**config.mk**
```make
export PLATFORM = sky130hd
export DESIGN_NAME = inst_fetch_queue_flat
export DESIGN_NICKNAME = d
export VERILOG_FILES = /design/src/rtl/inst_fetch_queue_if.sv /design/src/rtl/inst_fetch_queue.sv /design/src/flat_wrapper.sv
export SDC_FILE = /design/constraint.sdc
export NUM_CORES = 1
export LEC_CHECK = 0
export CORE_ASPECT_RATIO = 0.7
export CORE_MARGIN = 4
export CORE_UTILIZATION = 49
export DETAILED_ROUTE_END_ITERATION = 8
export PLACE_DENSITY = 0.72
export SETUP_SLACK_MARGIN = 0.02
export SYNTH_ARGS = -nofsm -noshare
export SYNTH_HDL_FRONTEND = slang
export SYNTH_SLANG_ARGS = --single-unit
```
**constraint.sdc**
```tcl
create_clock -name clk -period 3.54 [get_ports clk]
set_input_delay 0.708 -clock clk [delete_from_list [all_inputs] [get_ports clk]]
set_output_delay 0.708 -clock clk [all_outputs]
set_load 0.005 [all_outputs]
```
**src/rtl/inst_fetch_queue_if.sv**
```systemverilog
// -----------------------------------------------------------------------------
// inst_fetch_queue_if
// Bundles the instruction-memory request/response signals and the cpu-side
// delivery handshake of the fetch front-end.
//
//   im_data        memory -> fetch  instruction word, valid the cycle after a read
//   inst_mem_read  fetch -> memory  read strobe
//   im_address     fetch -> memory  byte address of the read
//   inst_out       fetch -> cpu     head-of-queue instruction
//   inst_pc        fetch -> cpu     PC of inst_out
//   inst_valid     fetch -> cpu     queue holds at least one word
//   inst_ready     cpu -> fetch     cpu takes the head this cycle
//   redirect       cpu -> fetch     flush everything and restart at redirect_pc
//   redirect_pc    cpu -> fetch     new fetch address
//
// Modports: master = the fetch queue itself, slave = memory + cpu side.
// -----------------------------------------------------------------------------
interface inst_fetch_queue_if #(
    parameter int MACHINE_WIDTH = 32
);
    logic [MACHINE_WIDTH-1:0] im_data;
    logic                     inst_mem_read;
    logic [MACHINE_WIDTH-1:0] im_address;
    logic [MACHINE_WIDTH-1:0] inst_out;
    logic [MACHINE_WIDTH-1:0] inst_pc;
    logic                     inst_valid;
    logic                     inst_ready;
    logic                     redirect;
    logic [MACHINE_WIDTH-1:0] redirect_pc;

    modport master (
        input  im_data,
        input  inst_ready,
        input  redirect,
        input  redirect_pc,
        output inst_mem_read,
        output im_address,
        output inst_out,
        output inst_pc,
        output inst_valid
    );

    modport slave (
        output im_data,
        output inst_ready,
        output redirect,
        output redirect_pc,
        input  inst_mem_read,
        input  im_address,
        input  inst_out,
        input  inst_pc,
        input  inst_valid
    );
endinterface

```
**src/rtl/inst_fetch_queue.sv**
```systemverilog
// -----------------------------------------------------------------------------
// inst_fetch_queue
// Instruction fetch front-end. Issues sequential word reads to a synchronous
// instruction memory, buffers returned words together with their PCs in a
// small FIFO and hands them to the cpu over a valid/ready handshake. A
// redirect flushes buffered and in-flight words and restarts fetching.
//
// Ports:
//   clk           clock, all state on the rising edge
//   reset         asynchronous active-low reset (0 = in reset)
//   bus           inst_fetch_queue_if.master (memory + cpu signals)
//   stat_fetches  (IFQ_STATS_EN only) count of read-strobe cycles, wraps
//   stat_flushes  (IFQ_STATS_EN only) count of redirect cycles, wraps
//
// Optional feature macro: IFQ_STATS_EN adds the two statistics counters.
// -----------------------------------------------------------------------------
module inst_fetch_queue #(
    parameter int                       MACHINE_WIDTH = 32,
    parameter int                       QUEUE_DEPTH   = 4,
    parameter logic [MACHINE_WIDTH-1:0] RESET_PC      = '0
) (
    input  logic                     clk,
    input  logic                     reset,
    inst_fetch_queue_if.master       bus
`ifdef IFQ_STATS_EN
    ,
    output logic [MACHINE_WIDTH-1:0] stat_fetches,
    output logic [MACHINE_WIDTH-1:0] stat_flushes
`endif
);

    localparam int PW = $clog2(QUEUE_DEPTH);
    localparam int CW = PW + 1;
    localparam logic [CW:0] DEPTH_C = (CW + 1)'(QUEUE_DEPTH);

    logic [MACHINE_WIDTH-1:0] fetch_pc_q, fetch_pc_d;
    logic [MACHINE_WIDTH-1:0] tag_q, tag_d;
    logic [CW-1:0]            count_q, count_d;
    logic [PW-1:0]            head_q, head_d;
    logic [PW-1:0]            tail_q, tail_d;
    logic                     inflight_q, inflight_d;
    logic                     drop_q, drop_d;

    logic [MACHINE_WIDTH-1:0] entry_data [QUEUE_DEPTH];
    logic [MACHINE_WIDTH-1:0] entry_pc   [QUEUE_DEPTH];

    logic credit_ok;
    logic issue;
    logic queue_valid;
    logic push;
    logic pop;

    // Credits count both stored words and the one possibly in flight, so an
    // issued read always has a free slot when its word comes back.
    assign credit_ok   = ({1'b0, count_q} + {{CW{1'b0}}, inflight_q}) < DEPTH_C;
    // Gating with reset keeps the strobe low while reset is held, even
    // though the cleared credit state would otherwise allow a read.
    assign issue       = reset & ~bus.redirect & credit_ok;
    assign queue_valid = (count_q != '0);
    // A response arriving during a redirect belongs to the old stream.
    assign push        = inflight_q & ~drop_q & ~bus.redirect;
    assign pop         = queue_valid & bus.inst_ready & ~bus.redirect;

    assign bus.inst_mem_read = issue;
    assign bus.im_address    = fetch_pc_q;
    assign bus.inst_valid    = queue_valid;
    assign bus.inst_out      = queue_valid ? entry_data[head_q] : '0;
    assign bus.inst_pc       = queue_valid ? entry_pc[head_q]   : '0;

    always_comb begin
        fetch_pc_d = fetch_pc_q;
        tag_d      = tag_q;
        count_d    = count_q;
        head_d     = head_q;
        tail_d     = tail_q;
        inflight_d = 1'b0;
        drop_d     = 1'b0;

        if (bus.redirect) begin
            count_d    = '0;
            head_d     = '0;
            tail_d     = '0;
            fetch_pc_d = bus.redirect_pc & ~MACHINE_WIDTH'(3);
            drop_d     = inflight_q;
        end else begin
            if (issue) begin
                fetch_pc_d = fetch_pc_q + MACHINE_WIDTH'(4);
                tag_d      = fetch_pc_q;
                inflight_d = 1'b1;
            end
            if (push) begin
                tail_d = tail_q + PW'(1);
            end
            if (pop) begin
                head_d = head_q + PW'(1);
            end
            count_d = count_q + CW'(push) - CW'(pop);
        end
    end

    always_ff @(posedge clk or negedge reset) begin
        if (!reset) begin
            fetch_pc_q <= RESET_PC;
            tag_q      <= '0;
            count_q    <= '0;
            head_q     <= '0;
            tail_q     <= '0;
            inflight_q <= 1'b0;
            drop_q     <= 1'b0;
        end else begin
            fetch_pc_q <= fetch_pc_d;
            tag_q      <= tag_d;
            count_q    <= count_d;
            head_q     <= head_d;
            tail_q     <= tail_d;
            inflight_q <= inflight_d;
            drop_q     <= drop_d;
        end
    end

    // Storage needs no reset: outputs are forced to zero while empty and an
    // entry is only read after it has been written.
    for (genvar gi = 0; gi < QUEUE_DEPTH; gi++) begin : g_entry
        logic [MACHINE_WIDTH-1:0] data_q;
        logic [MACHINE_WIDTH-1:0] pc_q;

        always_ff @(posedge clk) begin
            if (push && (tail_q == PW'(gi))) begin
                data_q <= bus.im_data;
                pc_q   <= tag_q;
            end
        end

        assign entry_data[gi] = data_q;
        assign entry_pc[gi]   = pc_q;
    end

`ifdef IFQ_STATS_EN
    logic [MACHINE_WIDTH-1:0] stat_fetches_q;
    logic [MACHINE_WIDTH-1:0] stat_flushes_q;

    always_ff @(posedge clk or negedge reset) begin
        if (!reset) begin
            stat_fetches_q <= '0;
            stat_flushes_q <= '0;
        end else begin
            if (issue) begin
                stat_fetches_q <= stat_fetches_q + MACHINE_WIDTH'(1);
            end
            if (bus.redirect) begin
                stat_flushes_q <= stat_flushes_q + MACHINE_WIDTH'(1);
            end
        end
    end

    assign stat_fetches = stat_fetches_q;
    assign stat_flushes = stat_flushes_q;
`endif

endmodule

```
**src/flat_wrapper.sv**
```systemverilog
// flat-port wrapper written by rule: the top's interface ports become plain ports
module inst_fetch_queue_flat 
#(
    parameter int                       MACHINE_WIDTH = 32,
    parameter int                       QUEUE_DEPTH   = 4,
    parameter logic [MACHINE_WIDTH-1:0] RESET_PC      = '0
)
  (clk, reset, bus_im_data, bus_inst_ready, bus_redirect, bus_redirect_pc, bus_inst_mem_read, bus_im_address, bus_inst_out, bus_inst_pc, bus_inst_valid);
  inst_fetch_queue_if #(.MACHINE_WIDTH(MACHINE_WIDTH)) bus_i ();
  input  logic clk;
  input  logic reset;
  input wire logic [$bits(bus_i.im_data)-1:0] bus_im_data;
  input wire logic [$bits(bus_i.inst_ready)-1:0] bus_inst_ready;
  input wire logic [$bits(bus_i.redirect)-1:0] bus_redirect;
  input wire logic [$bits(bus_i.redirect_pc)-1:0] bus_redirect_pc;
  output wire logic [$bits(bus_i.inst_mem_read)-1:0] bus_inst_mem_read;
  output wire logic [$bits(bus_i.im_address)-1:0] bus_im_address;
  output wire logic [$bits(bus_i.inst_out)-1:0] bus_inst_out;
  output wire logic [$bits(bus_i.inst_pc)-1:0] bus_inst_pc;
  output wire logic [$bits(bus_i.inst_valid)-1:0] bus_inst_valid;
  assign bus_i.im_data = bus_im_data;
  assign bus_i.inst_ready = bus_inst_ready;
  assign bus_i.redirect = bus_redirect;
  assign bus_i.redirect_pc = bus_redirect_pc;
  assign bus_inst_mem_read = bus_i.inst_mem_read;
  assign bus_im_address = bus_i.im_address;
  assign bus_inst_out = bus_i.inst_out;
  assign bus_inst_pc = bus_i.inst_pc;
  assign bus_inst_valid = bus_i.inst_valid;
  inst_fetch_queue #(.MACHINE_WIDTH(MACHINE_WIDTH), .QUEUE_DEPTH(QUEUE_DEPTH), .RESET_PC(RESET_PC)) u_core (.clk(clk), .reset(reset), .bus(bus_i));
endmodule
```
==> results.py, run 1 <==
metrics = {
    "critical_path": {
        "cp.arrival_ns": 2.64,
        "end_kind": "output pin",
        "path_cells": "or3_2, buf_12, and2_1, clkdlybuf4s50_1",
        "cpMaxStageDelayCell": "or3_2",
        "required_ns": 2.83,
        "cp-start-kind": "register",
        "slowest_delay_ns": 0.71,
        "path_max_fanout": 44,
        "path_buf_inv": 2,
        "path_delay_family": "simple AND/OR/NAND/NOR gates",
        "path_class": "register to output pin",
    },
    "timing": {
        "clock_skew_ns": 0.0118,
        "period_needed_ns": 3.34,
        "setup_tns_ns": 0,
        "setup_viol": 0,
        "hold_violations": 0,
        "tightest_slew_ns": 0.876,
        "finalCritPeriodShare": 0.945,
        "rsz0062_at_grt": "false",
        "setup_slack_ns": 0.196,
        "relSlewSlack": 0.414,
        "drv_slew": 0,
        "max_freq_ghz": 0.299,
    },
    "clocking": {
        "clock_sinks": 317,
        "cts_buffers": 30,
        "clk_pin_slew_ns": 0.07,
        "cts_tree": "done",
        "cts_buffer_depth": 3,
        "h-tree-depth": 1,
        "cts_resized": 0,
        "clock_latency_ns": 0.54,
        "root_buffer": "clkbuf_16",
    },
    "final_layout": {
        "diodes": 0,
        "layout.nets": 965,
        "area.growth.synth_to_final_pct": 23.9,
        "drive_gt1_frac": 0.197,
        "layout_common_cells": "edfxtp_1, clkdlybuf4s50_1, dfrtp_1, and2_1, mux4_2",
        "mostFrequentLayoutCell": "edfxtp_1",
    },
    "power_and_ir_drop": {
        "p_per_area_nw_per_um2": 665,
        "ir_worst_vdd_uv": 370,
        "p_leak_uw": 0.00540,
    },
    "floorplan": {
        "start_util": 0.500,
        "rows": 49,
        "dieArea_um2": 29000,
        "die_h_um": 144,
        "core_um2": 25800,
        "die_w_um": 202,
        "ios": 166,
    },
    "yosys": {
        "ys_ff_latch": 317,
        "yosysUniqueCellTypes": 40,
        "seq_area_frac_synth": 0.711,
        "synth_area_um2": 12900,
        "yosysWarnings": 0,
        "syn_inst": 717,
        "syn_avg_cell_area_um2": 18.0,
    },
    "detailed_routing": {
        "vias": 6826,
        "dr.pass1.iters": 4,
        "viasPerCell": 5.38,
        "wl_um": 26700,
        "wl_per_cell_um": 21.1,
        "antenna_left": 0,
        "first_iter_violations": 382,
        "drc": 0,
    },
    "global_routing": {
        "grt_overflow_total": 0,
        "grt_pass1_wl_um": 41900,
        "grt_antenna_before_repair": 2,
        "grt_usage": 0.185,
        "grt_pass1_vias": 7180,
        "grt_max_degree": 64,
    },
    "placed_design": {
        "dpl.hpwl_um": 17100,
        "dp_worst_setup_slack_ns": 0.659,
        "port_buffers": 159,
        "place.gp.congestion": 0.798,
    },
    "run_status": {
        "outcome": "completed",
    },
    "run": {
        "cap_violations": 0,
    },
    "hold_path": {
        "min_path_type": "primary input to async pin",
    },
}
## worst paths after layout
kind                              startpoint  depth (start not counted)  slack (ns)                    endpoint
max                        u_core.count_q[1]                          4        0.20              bus_inst_pc[5]
min                                    reset                          2        0.18   u_core.bus.im_address[11]
max reg2reg                u_core.count_q[1]                         11        0.73           u_core.count_q[2]
min reg2reg                 u_core.tag_q[18]                          0        0.51  u_core.g_entry[1].pc_q[18]
max in group asynchronous              reset                          2        2.84            u_core.tag_q[29]
min in group clk                bus_redirect                          2        0.46            u_core.head_q[0]
## Yosys cell counts (all sizes together)
cell type	number	area [um^2]
and2	69	432
buf	23	135
nand2	31	116
nand4	5	46.3
conb	1	3.75
nor2	17	63.8
mux2	36	405
and4	6	52.6
nor2b	4	25.0
mux4	62	1400
clkbuf	21	78.8
dfrtp	69	1730
xnor2	22	193
inv	11	41.3
nor4	16	203
o211ai	1	7.51
o21ai	20	100
mux2i	1	10.0
nand3	14	70.1
or3	1	6.26
nor3	8	40.0
ha	8	100
a211o	1	8.76
xor2	7	61.3
fa	1	20.0
and3	4	25.0
a21oi	1	5.00
nand3b	1	7.51
a221o	3	30.0
a2bb2oi	1	8.76
nor3b	3	22.5
nor4bb	1	10.0
edfxtp	248	7450
## routing by layer
layer  wire length, um  vias up  part of all wire  track usage
li1                  -     3095                 -            -
met4               410        4             0.015       0.0309
met1             12800     3495              0.48        0.281
met3              1590       41             0.060       0.0429
met2             11900      191              0.45        0.283
met5                21        -           0.00079            0
## logic make-up (layout without fill, tap and decap cells)
logic type / Yosys count / after routing / synth area share
DFF: 317 / 317 / 0.711
and+or+nand+nor: 180 / 180 / 0.0868
muxes: 99 / 99 / 0.140
buffers and inverters: 55 / 247 / 0.0198
xor gates and xnor gates: 29 / 29 / 0.0197
AOI/OAI and AO/OA: 27 / 27 / 0.0124
adders and majority gates: 9 / 9 / 0.00931
other: 1 / 4 / 0.000291
## report_power, final
| part | internal (uW) | switching, uW | total [uW] |
|---|---|---|---|
| Clock | 1810 | 1310 | 3120 |
| Sequential | 4460 | 299 | 4760 |
| Combinational | 1650 | 1090 | 2740 |
## final cells by class
class	instances	area, um^2
Tap cell	357	447
Multi-Input combinational cell	348	3520
Clock buffer	38	802
Inverter	11	41.3
Timing Repair Buffer	180	1830
Clock inverter	18	161
Fill cell	1917	9830
Sequential cell	317	9180
## sequential cells by signal, indices dropped and copies added, names as in the netlist
signal                 cells
u_core.tag_q              30
u_core.count_q             3
u_core.g_entry.pc_q      120
u_core.head_q              2
u_core.bus.im_address     30
u_core.g_entry.data_q    128
u_core.drop_q              1
u_core.inflight_q          1
u_core.tail_q              2
## metrics by stage
step                      utilization  instances  total power [uW]  cell area [um^2]  hold WS (ns)
after floorplan                     -        720              6140             12900         0.412
after global placement          0.581       1211              7560             15000         0.495
after detailed placement        0.581       1211              7610             15000         0.505
after CTS                       0.618       1267             10700             15900         0.169
after global routing            0.619       1269             11200             16000         0.190
final                           0.619       1269             10600             16000         0.184
## timing repair
item / 4_1_cts / 5_1_grt
hold endpoints to repair: 0 / 0
hold buffers: 0 / 0
setup buffers: 0 / 2
setup endpoints to repair: 0 / 7
(Power assumes the default switching activity.)
==> run 2, diff against run 1 <==
--- a/constraint.sdc
+++ b/constraint.sdc
@@ -3,2 +3,2 @@
 set_output_delay 0.708 -clock clk [all_outputs]
-set_load 0.005 [all_outputs]
+set_load 0.01 [all_outputs]
==> results.py, run 2 (same netlist as run 1, synthesis figures left out) <==
metrics = {
    "critical_path": {
        "path_cells": "buf_4, mux4_2, and2_1, clkdlybuf4s50_1",
        "required_ns": 2.83,
        "cpMaxStageDelayCell": "clkdlybuf4s50_1",
        "path_delay_family": "buffers and inverters",
        "cp-start-kind": "register",
        "path_max_fanout": 12,
        "path_buf_inv": 2,
        "path_class": "register to output pin",
        "end_kind": "output pin",
        "cp.arrival_ns": 2.64,
        "slowest_delay_ns": 0.56,
    },
    "timing": {
        "rsz0062_at_grt": "false",
        "setup_tns_ns": 0,
        "drv_slew": 0,
        "finalCritPeriodShare": 0.946,
        "max_freq_ghz": 0.299,
        "clock_skew_ns": 0.0149,
        "setup_viol": 0,
        "period_needed_ns": 3.35,
        "relSlewSlack": 0.398,
        "tightest_slew_ns": 0.903,
        "hold_violations": 0,
    },
    "detailed_routing": {
        "vias": 6836,
        "dr.pass1.iters": 5,
        "wl_met3_um": 1720,
        "wl_um": 27100,
        "met1_length_um": 12800,
        "routed-wl-met2_um": 12100,
        "drc": 0,
        "antenna_left": 0,
        "first_iter_violations": 495,
        "wl_per_cell_um": 21.5,
        "dr.max_layer_used": "met5",
        "viasPerCell": 5.40,
    },
    "clocking": {
        "clock_sinks": 317,
        "clk_pin_slew_ns": 0.06,
        "root_buffer": "clkbuf_16",
        "clock_latency_ns": 0.55,
        "cts_buffer_depth": 3,
        "h-tree-depth": 1,
        "cts_buffers": 31,
        "post_cts_buffers": 0,
        "cts_tree": "done",
    },
    "floorplan": {
        "die_h_um": 144,
        "dieArea_um2": 29000,
        "start_util": 0.500,
        "rows": 49,
        "ios": 166,
        "core_um2": 25800,
        "die_w_um": 202,
    },
    "power_and_ir_drop": {
        "p_leak_uw": 0.00538,
        "ir_worst_vdd_uv": 421,
        "p_per_area_nw_per_um2": 677,
    },
    "placed_design": {
        "dpl.hpwl_um": 17000,
        "placed_cells": 1208,
        "port_buffers": 159,
        "place.gp.congestion": 0.781,
    },
    "final_layout": {
        "area.growth.synth_to_final_pct": 23.9,
        "utilization": 0.619,
        "reg.largest.list": "u_core.g_entry.data_q: 128 flops, u_core.g_entry.pc_q: 120 flops",
        "drive_gt1_frac": 0.196,
        "fill_cells": 1889,
        "layout.nets": 962,
        "mostFrequentLayoutCell": "edfxtp_1",
        "layout_common_cells": "edfxtp_1, clkdlybuf4s50_1, dfrtp_1, and2_1, mux4_2",
        "largest_reg_flops": 128,
        "fin_cells": 1265,
        "top_register": "u_core.g_entry.data_q",
        "diodes": 0,
    },
    "global_routing": {
        "grt_antenna_before_repair": 3,
        "grt_usage": 0.190,
        "grt_overflow_total": 0,
        "grt_max_degree": 68,
        "grt_pass1_wl_um": 42600,
        "grt_pass1_vias": 7144,
    },
    "run_status": {
        "outcome": "completed",
    },
    "hold_path": {
        "min_path_type": "primary input to register",
    },
    "run": {
        "cap_violations": 0,
    },
}
==> run 2: cell count changes in the layout (fill, tap and decap cells not counted) <==
cell           change
buf_12             +1
buf_4              -6
dlygate4sd3_1      +1
clkinv_1           -3
clkinv_2           -2
clkinv_4           -1
clkinvlp_4         +3
bufinv_16          -1
clkbuf_8           +4
==> run 2: report_power, final <==
group / switching, uW / leakage (uW) / internal [uW]
clock network: 1330 / 0.000467 / 1830
logic: 1260 / 0.00183 / 1610
registers: 313 / 0.00309 / 4460
==> run 2: what timing repair did <==
action | 4_1_cts | 5_1_grt
hold buffers | 1 | 0
endpoints found under the hold margin | 2 | 0
resized for setup | 0 | 0
==> run 2: worst paths after layout <==
| path | cells after the start | endpoint | slack [ns] | startpoint |
|---|---|---|---|---|
| max in group asynchronous | 3 | u_core.head_q[0] | 1.82 | reset |
| max reg2reg | 11 | u_core.count_q[2] | 0.92 | u_core.count_q[1] |
| min in group asynchronous | 2 | u_core.count_q[1] | 0.56 | reset |
| min | 2 | u_core.tail_q[0] | 0.50 | bus_redirect |
| max | 4 | bus_inst_pc[21] | 0.19 | u_core.head_q[0] |
| min reg2reg | 0 | u_core.g_entry[3].pc_q[28] | 0.51 | u_core.tag_q[28] |
==> run 2: through the flow <==
| stage | worst slack [ns] | power, uW | hold WS (ns) | instance area [um^2] |
|---|---|---|---|---|
| global route | 0.0662 | 11400 | 0.495 | 16000 |
| floorplan | 0.556 | 6310 | 0.412 | 12900 |
| global placement | 0.759 | 7710 | 0.500 | 15000 |
| finish | 0.190 | 10800 | 0.495 | 16000 |
| CTS | 0.150 | 11000 | 0.471 | 16000 |
| detailed placement | 0.770 | 7770 | 0.504 | 15000 |
==> run 2: routing by layer <==
| metal | vias up | GRT usage |
|---|---|---|
| met3 | 41 | 0.0483 |
| met2 | 213 | 0.294 |
| met4 | 4 | 0.0370 |
| met1 | 3498 | 0.282 |
| met5 | - | 0 |
| li1 | 3080 | - |
==> run 2: cell type report <==
class                      count  area (um^2)  share of cell area
clock inverter                14          124             0.00775
clock buffer                  42          857              0.0536
inverter                      11         41.3             0.00258
timing repair buffer         176         1810               0.114
tap                          357          447              0.0280
sequential                   317         9180               0.574
multi-input combinational    348         3520               0.220
